`config.mk`:
```
export PLATFORM = sky130hd
export DESIGN_NAME = code_memory_loader
export DESIGN_NICKNAME = d
export VERILOG_FILES = /design/src/rtl/code_memory_loader.sv
export SDC_FILE = /design/constraint.sdc
export NUM_CORES = 1
export LEC_CHECK = 0
export CORE_MARGIN = 2
export CORE_UTILIZATION = 45
export DETAILED_ROUTE_END_ITERATION = 12
export DONT_BUFFER_PORTS = 1
export GPL_TIMING_DRIVEN = 1
export PLACE_DENSITY_LB_ADDON = 0.2
export SLEW_MARGIN = 20
export SYNTH_ARGS = -nofsm -noshare
export SYNTH_HDL_FRONTEND = slang
export SYNTH_SLANG_ARGS = --single-unit
```
`constraint.sdc`:
```
create_clock -name clock -period 4.2 [get_ports clock]
set_input_delay 0.42 -clock clock [delete_from_list [all_inputs] [get_ports clock]]
set_output_delay 0.42 -clock clock [all_outputs]
set_load 0.05 [all_outputs]
```
`src/rtl/code_memory_loader.sv`:
```
// ---------------------------------------------------------------------------
// code_memory_loader
//   Instruction store for the i281 CPU: DEPTH words of DATA_WIDTH bits.
//   Provides a registered, run-gated instruction fetch, a direct single-word
//   write port, a streaming program loader (valid/ready, wrapping address,
//   word count) and a sequenced clear. The array itself is never reset; it is
//   zeroed word by word in the CLEAR state after reset or on clear_req.
//
// Ports
//   clock, reset          rising-edge clock, async active-low reset
//   run, fetch_addr       fetch enable and read address (PC)
//   instr_out             registered instruction word
//   instr_valid           instr_out was refreshed by a fetch last cycle
//   wr_en/wr_addr/wr_data direct write port (IDLE only)
//   load_start            begin streaming load, samples load_base/load_count
//   load_base, load_count first address / word count (0 means DEPTH)
//   load_data/load_valid  stream input
//   load_ready            high for the whole LOAD state
//   load_done             one-cycle pulse after the final load word
//   clear_req             request full-array zeroing (IDLE only)
//   busy                  CLEAR or LOAD in progress
// ---------------------------------------------------------------------------
module code_memory_loader #(
    parameter int unsigned DATA_WIDTH = 16,
    parameter int unsigned ADDR_WIDTH = 6,
    parameter int unsigned DEPTH      = 64
) (
    input  logic                  clock,
    input  logic                  reset,
    input  logic                  run,
    input  logic [ADDR_WIDTH-1:0] fetch_addr,
    output logic [DATA_WIDTH-1:0] instr_out,
    output logic                  instr_valid,
    input  logic                  wr_en,
    input  logic [ADDR_WIDTH-1:0] wr_addr,
    input  logic [DATA_WIDTH-1:0] wr_data,
    input  logic                  load_start,
    input  logic [ADDR_WIDTH-1:0] load_base,
    input  logic [ADDR_WIDTH:0]   load_count,
    input  logic [DATA_WIDTH-1:0] load_data,
    input  logic                  load_valid,
    output logic                  load_ready,
    output logic                  load_done,
    input  logic                  clear_req,
    output logic                  busy
);

    localparam int unsigned CNT_WIDTH = ADDR_WIDTH + 1;
    localparam logic [ADDR_WIDTH-1:0] LAST_ADDR = ADDR_WIDTH'(DEPTH - 1);
    localparam logic [CNT_WIDTH-1:0]  DEPTH_CNT = CNT_WIDTH'(DEPTH);

    typedef enum logic [1:0] {
        ST_CLEAR = 2'd0,
        ST_IDLE  = 2'd1,
        ST_LOAD  = 2'd2
    } state_t;

    state_t                  state;
    logic [ADDR_WIDTH-1:0]   clr_ptr;
    logic [ADDR_WIDTH-1:0]   ptr;
    logic [CNT_WIDTH-1:0]    remaining;

    logic [DATA_WIDTH-1:0]   mem [DEPTH];

    logic                    idle_op_c;
    logic                    mem_we_c;
    logic [ADDR_WIDTH-1:0]   mem_waddr_c;
    logic [DATA_WIDTH-1:0]   mem_wdata_c;
    logic [DATA_WIDTH-1:0]   fetch_data_c;
    logic [ADDR_WIDTH-1:0]   base_mod_c;
    logic [CNT_WIDTH-1:0]    count_eff_c;
    logic [ADDR_WIDTH-1:0]   ptr_next_c;

    // Addresses at or above DEPTH only exist when DEPTH is not a power of two.
    function automatic logic in_range(input logic [ADDR_WIDTH-1:0] a);
        return ({1'b0, a} < DEPTH_CNT);
    endfunction

    // Single memory write port shared by clear, loader and direct write.
    always_comb begin
        idle_op_c   = (state == ST_IDLE) && !clear_req && !load_start;
        mem_we_c    = 1'b0;
        mem_waddr_c = '0;
        mem_wdata_c = '0;
        case (state)
            ST_CLEAR: begin
                mem_we_c    = 1'b1;
                mem_waddr_c = clr_ptr;
            end
            ST_LOAD: begin
                // load_ready is high throughout LOAD, so valid alone is a transfer
                if (load_valid) begin
                    mem_we_c    = 1'b1;
                    mem_waddr_c = ptr;
                    mem_wdata_c = load_data;
                end
            end
            default: begin
                if (idle_op_c && wr_en && in_range(wr_addr)) begin
                    mem_we_c    = 1'b1;
                    mem_waddr_c = wr_addr;
                    mem_wdata_c = wr_data;
                end
            end
        endcase
    end

    // Fetch data with write-first bypass; out-of-range reads return zero.
    always_comb begin
        fetch_data_c = '0;
        if (in_range(fetch_addr)) begin
            if (wr_en && (wr_addr == fetch_addr)) begin
                fetch_data_c = wr_data;
            end else begin
                fetch_data_c = mem[fetch_addr];
            end
        end
    end

    // Loader address/count helpers.
    always_comb begin
        base_mod_c  = ADDR_WIDTH'(32'(load_base) % DEPTH);
        count_eff_c = (load_count == '0) ? DEPTH_CNT : load_count;
        ptr_next_c  = (ptr == LAST_ADDR) ? '0 : ptr + ADDR_WIDTH'(1);
    end

    // Storage array: no reset, cleared by the CLEAR sequence.
    always_ff @(posedge clock) begin
        if (mem_we_c) begin
            mem[mem_waddr_c] <= mem_wdata_c;
        end
    end

    // Control FSM with registered outputs.
    always_ff @(posedge clock or negedge reset) begin
        if (!reset) begin
            state       <= ST_CLEAR;
            clr_ptr     <= '0;
            ptr         <= '0;
            remaining   <= '0;
            instr_out   <= '0;
            instr_valid <= 1'b0;
            load_ready  <= 1'b0;
            load_done   <= 1'b0;
            busy        <= 1'b1;
        end else begin
            instr_valid <= 1'b0;
            load_done   <= 1'b0;
            case (state)
                ST_CLEAR: begin
                    if (clr_ptr == LAST_ADDR) begin
                        state   <= ST_IDLE;
                        clr_ptr <= '0;
                        busy    <= 1'b0;
                    end else begin
                        clr_ptr <= clr_ptr + ADDR_WIDTH'(1);
                    end
                end
                ST_IDLE: begin
                    if (clear_req) begin
                        state <= ST_CLEAR;
                        busy  <= 1'b1;
                    end else if (load_start) begin
                        state      <= ST_LOAD;
                        ptr        <= base_mod_c;
                        remaining  <= count_eff_c;
                        load_ready <= 1'b1;
                        busy       <= 1'b1;
                    end else if (run) begin
                        instr_out   <= fetch_data_c;
                        instr_valid <= 1'b1;
                    end
                end
                ST_LOAD: begin
                    if (load_valid) begin
                        ptr       <= ptr_next_c;
                        remaining <= remaining - CNT_WIDTH'(1);
                        if (remaining == CNT_WIDTH'(1)) begin
                            state      <= ST_IDLE;
                            load_ready <= 1'b0;
                            load_done  <= 1'b1;
                            busy       <= 1'b0;
                        end
                    end
                end
                default: begin
                    state   <= ST_CLEAR;
                    clr_ptr <= '0;
                    busy    <= 1'b1;
                end
            endcase
        end
    end

endmodule

```
==> impl_metrics.env <==
export IMPL_cts_tree="yes"
export IMPL_power_frac_seq=0.519
export IMPL_fin_crit_sh=0.869
export IMPL_die_w_um=309
export IMPL_yosysSeqAreaShare=0.760
export IMPL_overflow=0
export IMPL_clk_latency_ps=680
export IMPL_cap_violations=0
export IMPL_pwr_share_clk=0.377
export IMPL_via_per_inst=6.00
export IMPL_dieArea_um2=95400
export IMPL_final_setup_tns_ps=0
export IMPL_min_path_type="input port to flip-flop"
export IMPL_track_usage=0.221
export IMPL_cts_buffers=107
export IMPL_core_um2=91800
export IMPL_switchingPower_mw=6.22
export IMPL_syn_area_um2=41800
export IMPL_worstPathArrival_ps=4190
export IMPL_holdPathEnd="load_ready"
export IMPL_drtPass1Iterations=6
export IMPL_postSynthAreaPerCell_um2=20.5
export IMPL_syn_inst=2037
export IMPL_grt_pass1_vias=21000
export IMPL_synthesis_nets=2109
export IMPL_min_delay_start="load_start"
export IMPL_num_vias=21000
export IMPL_worst_pin_slew_ps=1220
export IMPL_h_tree_depth=3
export IMPL_worstPathMaxFanout=19
export IMPL_ys_warn_count=0
export IMPL_drtIter0Drc=2388
export IMPL_rsz0062_at_grt="false"
export IMPL_rr_endpoint="instr_out[9]"
export IMPL_peakVddDrop_mv=0.338
export IMPL_synth_edf_count=1024
export IMPL_setup_viol=0
export IMPL_drive_gt1_frac=0.238
export IMPL_clkSinkCount=1065
export IMPL_cts_reportedPaths_clkPinSlew_ps=60
export IMPL_cts_root_buf="clkbuf_16"
export IMPL_p_per_area_nw_per_um2=525
export IMPL_async_flop_share=0.0385
export IMPL_comb_power_share=0.104
export IMPL_antenna_left=0
export IMPL_status="finished, final reports clean"
export IMPL_clock_skew_ps=39.2
export IMPL_ctsResizeCount=0
export IMPL_dominantRegCellSynth="edfxtp_1"
export IMPL_nNetsFinal=2244
export IMPL_ff2ff_path_depth=8
export IMPL_max_freq_mhz=274
export IMPL_grt_max_degree=276
export IMPL_cp_required_ps=4740
export IMPL_ios=84
export IMPL_nFillCells=7150
export IMPL_switching_share=0.249
export IMPL_syn2layout_area_growth_pct=14.0
export IMPL_power_leakage_nw=14.8
export IMPL_wl_per_cell_um=29.9
export IMPL_drc=0
export IMPL_finalWirelength_mm=105
export IMPL_start_util=0.455
export IMPL_die_y_um=309
export IMPL_end_kind="flip-flop"
export IMPL_gp_congestion=0.836
export IMPL_ff2ff_setup_slack_ps=550
export IMPL_fin_total_pwr_mw=25.0
export IMPL_numPortBuffers=0
export IMPL_grt_pass1_wl_mm=150
export IMPL_place_hpwl_mm=63.3
export IMPL_path_class="flip-flop to flip-flop"
export IMPL_intPower_mw=18.8
export IMPL_clockBufferDepth=3
export IMPL_drv_slew=0
export IMPL_yosys_register_bits=1065
export IMPL_startpoint_type="flip-flop"
export IMPL_r2r_start="state[1]"
export IMPL_slew_headroom=0.185
export IMPL_antenna_found_initial=2
export IMPL_hold_viol=0
export IMPL_yosysUniqueCellTypes=62
export IMPL_post_route_min_period_ps=3650
export IMPL_std_cell_rows=111
export IMPL_min_path_cells=3
[worst max-delay path, stage by stage (launching register included)]
cell	delay, ps
dfrtp_1	420
inv_1	110
ha_1	430
nor2_1	200
a41oi_1	890
xnor2_1	220
or4_1	780
o32ai_1	390
a21oi_1	80
[cells in the mapped netlist, types with 12 or more instances]
| library cell | n | area (µm²) |
|---|---|---|
| clkbuf_1 | 63 | 236 |
| nand2_1 | 71 | 267 |
| o31ai_1 | 16 | 120 |
| nor2_1 | 88 | 330 |
| buf_2 | 34 | 170 |
| nand3_1 | 15 | 75.1 |
| a22oi_1 | 16 | 120 |
| a221oi_1 | 42 | 368 |
| buf_1 | 16 | 60.1 |
| edfxtp_1 | 1024 | 30700 |
| a22o_1 | 19 | 166 |
| a31oi_1 | 16 | 100 |
| o21ai_0 | 49 | 245 |
| a221o_1 | 18 | 180 |
| a21oi_1 | 29 | 145 |
| dfrtp_1 | 40 | 1000 |
| a211oi_1 | 12 | 90.1 |
| mux4_2 | 238 | 5360 |
| mux2i_1 | 105 | 1050 |
[cells in the final DEF, fill, tap and decap left out, drive strengths merged, types with 3 or more instances in the layout]
cell type       n
o211a           3
a32o            4
o31ai          18
buf           127
clkbuf        135
nor2b           9
a22oi          16
nand3          15
a41oi           4
o21ai          59
a22o           19
clkinvlp        3
bufinv         12
nor4            3
o22ai           6
nand2b          3
ha              8
a21o            4
dfrtp          40
and2            4
a31oi          16
a211oi         12
inv            12
dlygate4sd3    18
nor2           88
mux2i         105
clkinv         46
xnor2           6
a221o          18
mux4          238
nand2          71
nor3            6
edfxtp       1024
o211ai          3
and3            8
a21oi          29
a221oi         42
[cell type report]
cell class / count / area (µm²) / share of cell area
repair buffers: 145 / 1270 / 0.0267
well taps: 1243 / 1560 / 0.0326
flip-flops and latches: 1065 / 31800 / 0.667
multi-input cells: 843 / 9510 / 0.200
inverters: 10 / 40.0 / 0.000840
diodes: 2 / 5.00 / 0.000105
clock buffers: 135 / 2850 / 0.0597
clock inverters: 63 / 633 / 0.0133
[sequential cells by signal (all words and copies together) (netlist names)]
signal,cells
busy,1
load_ready,1
remaining,7
ptr,6
instr_valid,1
load_done,1
clr_ptr,6
instr_out,16
mem,1024
state,2
[timing repair]
action	4_1_cts	5_1_grt
buffers inserted	0	0
hold endpoints to repair	57	0
setup endpoints to repair	0	0
hold buffers	19	0
[per-stage QoR]
| stage | cell area [µm²] | hold slack (ps) | utilization | cells | setup WS, ps |
|---|---|---|---|---|---|
| floorplan | 41800 | 124 | - | 2037 | 1030 |
| global placement | 44000 | 126 | 0.479 | 3287 | 259 |
| detailed placement | 44000 | 126 | 0.479 | 3287 | 645 |
| CTS | 47600 | 53.8 | 0.519 | 3504 | 617 |
| global route | 47600 | 130 | 0.519 | 3504 | 354 |
| finish | 47600 | 117 | 0.519 | 3506 | 550 |
[routing by layer]
| metal | part of all wire | vias to the layer above | wire, µm | track usage |
|---|---|---|---|---|
| li1 | - | 8818 | - | - |
| met5 | 0.00026 | - | 27 | 0 |
| met3 | 0.085 | 167 | 8890 | 0.0496 |
| met1 | 0.41 | 11200 | 43400 | 0.312 |
| met4 | 0.027 | 4 | 2830 | 0.0698 |
| met2 | 0.47 | 855 | 49600 | 0.346 |
[power groups by stage]
stage	Clock, mW	Combinational [mW]	Sequential [mW]
after detailed placement	0	2.55	13.2
final	9.44	2.60	13.0
after CTS	9.60	2.58	13.0
after global placement	0	2.49	13.2
after global routing	10.0	2.77	13.0
after floorplan	0	1.64	13.1
[kinds of logic after synthesis]
group	share of synthesized area
flip-flops	0.760
multiplexers	0.154
AO/OA/AOI/OAI	0.0454
AND/OR/NAND/NOR	0.0233
buffers and inverters	0.0132
XOR/XNOR	0.00168
adder cells (fa/ha/maj)	0.00239
[worst max path at each step]
stage                     startpoint       endpoint  slack (ps)  cells past startpoint
after global routing        state[1]  instr_out[13]         350                      8
after global placement      state[0]   instr_out[9]         260                      8
after CTS                   state[1]   instr_out[9]         620                      8
after floorplan             state[1]     mem[24][0]        1030                      8
after detailed placement    state[1]   instr_out[9]         640                      8
final                       state[1]   instr_out[9]         550                      8
Note: power is estimated with default switching activity, not from simulation.
